### src/rtl/ftsd_scan_sched.sv
// Scan time base and frame-synchronous digit update scheduler for the
// 4-digit 14-segment display. Slot counter drives the digit select and the
// anti-ghosting blank window; new digit sets arrive over a req/ack
// handshake and are committed only on the last cycle of slot 3.
module ftsd_scan_sched #(
    parameter int unsigned DW        = 4,
    parameter int unsigned SCAN_DIV  = 50000,
    parameter int unsigned BLANK_CYC = 500,
    parameter int unsigned CW        = 16
) (
    input  logic          clk,
    input  logic          rst,
    input  logic          en,
    input  logic          upd_req,
    input  logic [DW-1:0] upd_d0,
    input  logic [DW-1:0] upd_d1,
    input  logic [DW-1:0] upd_d2,
    input  logic [DW-1:0] upd_d3,
    output logic          upd_busy,
    output logic          upd_ack,
    output logic [DW-1:0] dig0,
    output logic [DW-1:0] dig1,
    output logic [DW-1:0] dig2,
    output logic [DW-1:0] dig3,
    output logic [1:0]    ftsd_ctl_en,
    output logic          blank,
    output logic          frame_tick
);

    localparam logic [CW-1:0] CNT_LAST = CW'(SCAN_DIV - 1);

    typedef enum logic {
        IDLE = 1'b0,
        PEND = 1'b1
    } hs_state_t;

    hs_state_t                state, state_nxt;
    logic [CW-1:0]            cnt, cnt_nxt;
    logic [1:0]               ctl_nxt;
    logic                     commit;
    logic                     in_blank_win;
    logic                     blank_nxt;
    logic                     tick_nxt;
    logic [3:0][DW-1:0]       upd_in;
    logic [3:0][DW-1:0]       pend_q, pend_nxt;
    logic [3:0][DW-1:0]       dig_q, dig_nxt;
    logic                     busy_nxt;
    logic                     ack_nxt;

    assign upd_in = {upd_d3, upd_d2, upd_d1, upd_d0};

    assign dig0 = dig_q[0];
    assign dig1 = dig_q[1];
    assign dig2 = dig_q[2];
    assign dig3 = dig_q[3];

    // Last cycle of slot 3 with scanning active: the only point where digits change
    assign commit = en && (cnt == CNT_LAST) && (ftsd_ctl_en == 2'd3);

    // Slot counter and digit select advance; both freeze while en is low
    always_comb begin
        cnt_nxt = cnt;
        ctl_nxt = ftsd_ctl_en;
        if (en) begin
            if (cnt == CNT_LAST) begin
                cnt_nxt = '0;
                ctl_nxt = ftsd_ctl_en + 2'd1;
            end else begin
                cnt_nxt = cnt + CW'(1);
            end
        end
    end

    // A zero-length blank window needs no comparator at all
    generate
        if (BLANK_CYC == 0) begin : g_no_blank
            assign in_blank_win = 1'b0;
        end else begin : g_blank
            assign in_blank_win = (cnt_nxt < CW'(BLANK_CYC));
        end
    endgenerate

    // Blank and frame tick are computed from the upcoming counter state so the
    // registered versions line up with the cycle they describe
    always_comb begin
        blank_nxt = !en || in_blank_win;
        tick_nxt  = en && (cnt_nxt == CNT_LAST) && (ctl_nxt == 2'd3);
    end

    // Handshake next-state: capture on every request, commit at the frame boundary
    always_comb begin
        state_nxt = state;
        pend_nxt  = pend_q;
        dig_nxt   = dig_q;
        ack_nxt   = 1'b0;
        case (state)
            IDLE: begin
                if (upd_req) begin
                    pend_nxt  = upd_in;
                    state_nxt = PEND;
                end
            end
            PEND: begin
                if (commit) begin
                    dig_nxt   = pend_q;
                    ack_nxt   = 1'b1;
                    state_nxt = IDLE;
                end
                if (upd_req) begin
                    pend_nxt  = upd_in;
                    state_nxt = PEND;
                end
            end
            default: begin
                state_nxt = IDLE;
            end
        endcase
        busy_nxt = (state_nxt == PEND);
    end

    // State and output registers
    always_ff @(posedge clk or posedge rst) begin
        if (rst) begin
            state       <= IDLE;
            cnt         <= '0;
            ftsd_ctl_en <= 2'd0;
            blank       <= 1'b1;
            frame_tick  <= 1'b0;
            pend_q      <= '0;
            dig_q       <= '0;
            upd_busy    <= 1'b0;
            upd_ack     <= 1'b0;
        end else begin
            state       <= state_nxt;
            cnt         <= cnt_nxt;
            ftsd_ctl_en <= ctl_nxt;
            blank       <= blank_nxt;
            frame_tick  <= tick_nxt;
            pend_q      <= pend_nxt;
            dig_q       <= dig_nxt;
            upd_busy    <= busy_nxt;
            upd_ack     <= ack_nxt;
        end
    end

endmodule
### config.mk
export PLATFORM = sky130hd
export DESIGN_NAME = ftsd_scan_sched
export DESIGN_NICKNAME = d
export VERILOG_FILES = /design/src/rtl/ftsd_scan_sched.sv
export SDC_FILE = /design/constraint.sdc
export NUM_CORES = 1
export LEC_CHECK = 0
export CAP_MARGIN = 10
export CORE_MARGIN = 2
export CORE_UTILIZATION = 30
export DETAILED_ROUTE_END_ITERATION = 10
export GPL_TIMING_DRIVEN = 1
export PLACE_DENSITY_LB_ADDON = 0.2
export SLEW_MARGIN = 40
export SYNTH_ARGS = -nofsm -noshare
export SYNTH_HDL_FRONTEND = slang
export SYNTH_SLANG_ARGS = --single-unit
### constraint.sdc
create_clock -name clk -period 3 [get_ports clk]
set_input_delay 0.75 -clock clk [delete_from_list [all_inputs] [get_ports clk]]
set_output_delay 0.75 -clock clk [all_outputs]
set_load 0.05 [all_outputs]
==> impl_metrics.ini <==
[synthesis]
yosys_warnings = 0
syn_nets = 218
yosys_register_bits = 54
syn_area_per_cell_um2 = 12.4
synth_seq_area_share_pct = 55.8
syn_area_um2 = 2420
synth.distinct_cells = 42
syn_inst = 196

[placement]
place_ws_ns = 0.123
io_buffers = 41
gp_congestion = 0.798
placed_area_um2 = 3010
post-dp-hpwl_um = 3390

[timing]
rsz0062_at_grt = no
fin_tns_setup_ns = 0
timing.final.crit_share_pct = 87.3
final_max_slew_viol_count = 0
fin_skew_ns = 0.00574
fin_ws_ns = 0.380
final_hold_viol_count = 0
fmax_ghz = 0.382
relSlewSlack_pct = 65.8
fin_crit_ns = 2.62
tightest_slew_ns = 0.512
holdWs_ns = 0.492
finalSetupViolations = 0

[global_route]
antenna_found_initial = 0
grt.total_usage_pct = 11.5
grt_overflow = 0
first_global_vias = 1601
grt_pass1_wl_um = 7850
grt_max_degree = 42

[power]
power_density_nw_per_um2 = 518
p_switching_uw = 475
sequentialPowerShare_pct = 55.6
irDropWorstVdd_mv = 0.243
power_frac_clock_pct = 24.6
switching_share_pct = 29.7
internal_power_uw = 1130
comb_power_share_pct = 19.8
p_leak_uw = 0.00135

[routing]
wl_um = 4760
ant_nets = 0
wl_per_cell_um = 13.7
remaining_drc_errors = 0
drt-initial-drc-count = 76
vias = 1628
viasPerCell = 4.69
dr.pass1.iters = 4

[run]
maxCapViolations = 0

[die]
core_um2 = 7770
start_util_pct = 31.2
die_w_um = 93.9
io_pins = 42
die-area_um2 = 8810
rows = 32
die_h_um = 93.9

[critical_path]
cp-end-kind = register
worstReg2RegStart = cnt[11]
crit_start = cnt[11]
crit_required_ns = 3.20
crit_fanout = 17
crit_type = reg -> reg
worstSetupStartpointType = register
reg2reg_slack_ns = 0.38
critPathArrivalTime_ns = 2.82

[clocking]
clk_path_buf_depth = 2
h-tree-depth = 2
postCtsSetupRepairBufs = 0
clkSlewWorstSetupHoldPaths_ns = 0.10
clock-sinks = 54
cts_tree = built
insertion_delay_ns = 0.30
postCtsResizedCells = 0
cts_hold_buf = 0
cts-root-buf = clkbuf_8
cts_buffers = 5

[finish]
diodes = 0
layout-drive-gt1-share_pct = 19.6
final_common_cell = dfrtp_1
finalNetCount = 267
area_delta_synth_final_pct = 27.7
final_cell_mix = dfrtp_1, clkdlybuf4s50_1, mux2_2, nor2_1, nand2_1
final_area_um2 = 3100

[worst_hold_path]
hold_class = reg -> reg
worstHoldStart = dig1[1]

[outcome]
status = completed
[worst max-delay path, cell delays in order, from the launching register on]
cell and delay, ns:
dfrtp_1 0.47, or4_4 0.55, or4b_4 0.52, nor4b_4 0.23
and3_1 0.24, buf_12 0.17, mux2_2 0.34
[cell usage after synthesis (all sizes together)]
master	n	share of area (%)
nor3	5	1.0
or4b	1	0.57
o32ai	1	0.36
nor2b	1	0.26
a31oi	1	0.26
nor4b	2	1.3
o21bai	2	0.62
mux2	33	15
a21o	1	0.31
a21boi	1	0.31
or4	1	0.46
and2	1	0.26
inv	5	0.77
nand2	13	2.0
nand4b	1	0.36
xor2	6	2.2
nand4	5	1.3
a211oi	1	0.31
xnor2	9	3.3
nor4	5	1.3
o21ai	1	0.21
buf	5	1.8
a21oi	1	0.21
ha	2	1.0
mux2i	2	0.83
dfrtp	53	55
or3	2	0.52
nor2	14	2.2
and3	3	0.77
nand3	6	1.2
o211ai	1	0.31
dfstp	1	1.1
clkbuf	6	0.93
a2bb2oi	1	0.36
a32o	2	0.83
or4bb	1	0.46
[kinds of logic after synthesis]
family,Yosys count,synth area share (%)
AO/OA/AOI/OAI,13,4.08
multiplexers,35,16.2
flip-flops,54,55.8
AND/OR/NAND/NOR,61,14.0
buffers and inverters,16,3.46
adder cells (fa/ha/maj),2,1.03
XOR/XNOR,15,5.42
[power groups by stage]
stage	combinational (uW)	sequential, uW	clock (uW)
4_1_cts	324	890	422
3_5_place_dp	322	904	0
2_1_floorplan	264	848	0
3_3_place_gp	322	904	0
6_report	318	891	394
5_1_grt	353	904	444
[final cells by class]
cell class	count	area, um2
Clock inverter	2	15.0
Tap cell	102	128
Timing Repair Buffer	53	526
Clock buffer	5	68.8
Multi-Input combinational cell	126	987
Sequential cell	54	1350
Inverter	5	18.8
Fill cell	791	4670
[flip-flops by register name (all words and copies together) (netlist names)]
register and count:
dig1 4, blank 1, ftsd_ctl_en 2, state 1
dig3 4, cnt 16, frame_tick 1, upd_ack 1
dig2 4, pend_q 16, dig0 4
[final timing paths]
kind	end	cells after the start
hold / removal	dig1[1]	1
min in group asynchronous	pend_q[12]	2
setup reg to reg	dig0[0]	6
max in group asynchronous	blank	3
hold reg to reg	dig1[1]	1
setup / recovery	dig0[0]	6
[stage by stage]
stage	utilization, %	std cells	total power (uW)
floorplan	-	196	1110
global placement	38.8	340	1230
detailed placement	38.8	340	1230
CTS	39.9	347	1640
global route	39.9	347	1700
finish	39.9	347	1600
[metal layers]
layer	vias up	part of all wire, %	track usage [%]
met5	-	0	0
met4	0	1.5	4.23
met3	6	3.8	3.21
met2	34	45	17.0
met1	798	50	16.0
li1	790	-	-
Power figures use the tool's default switching activity.
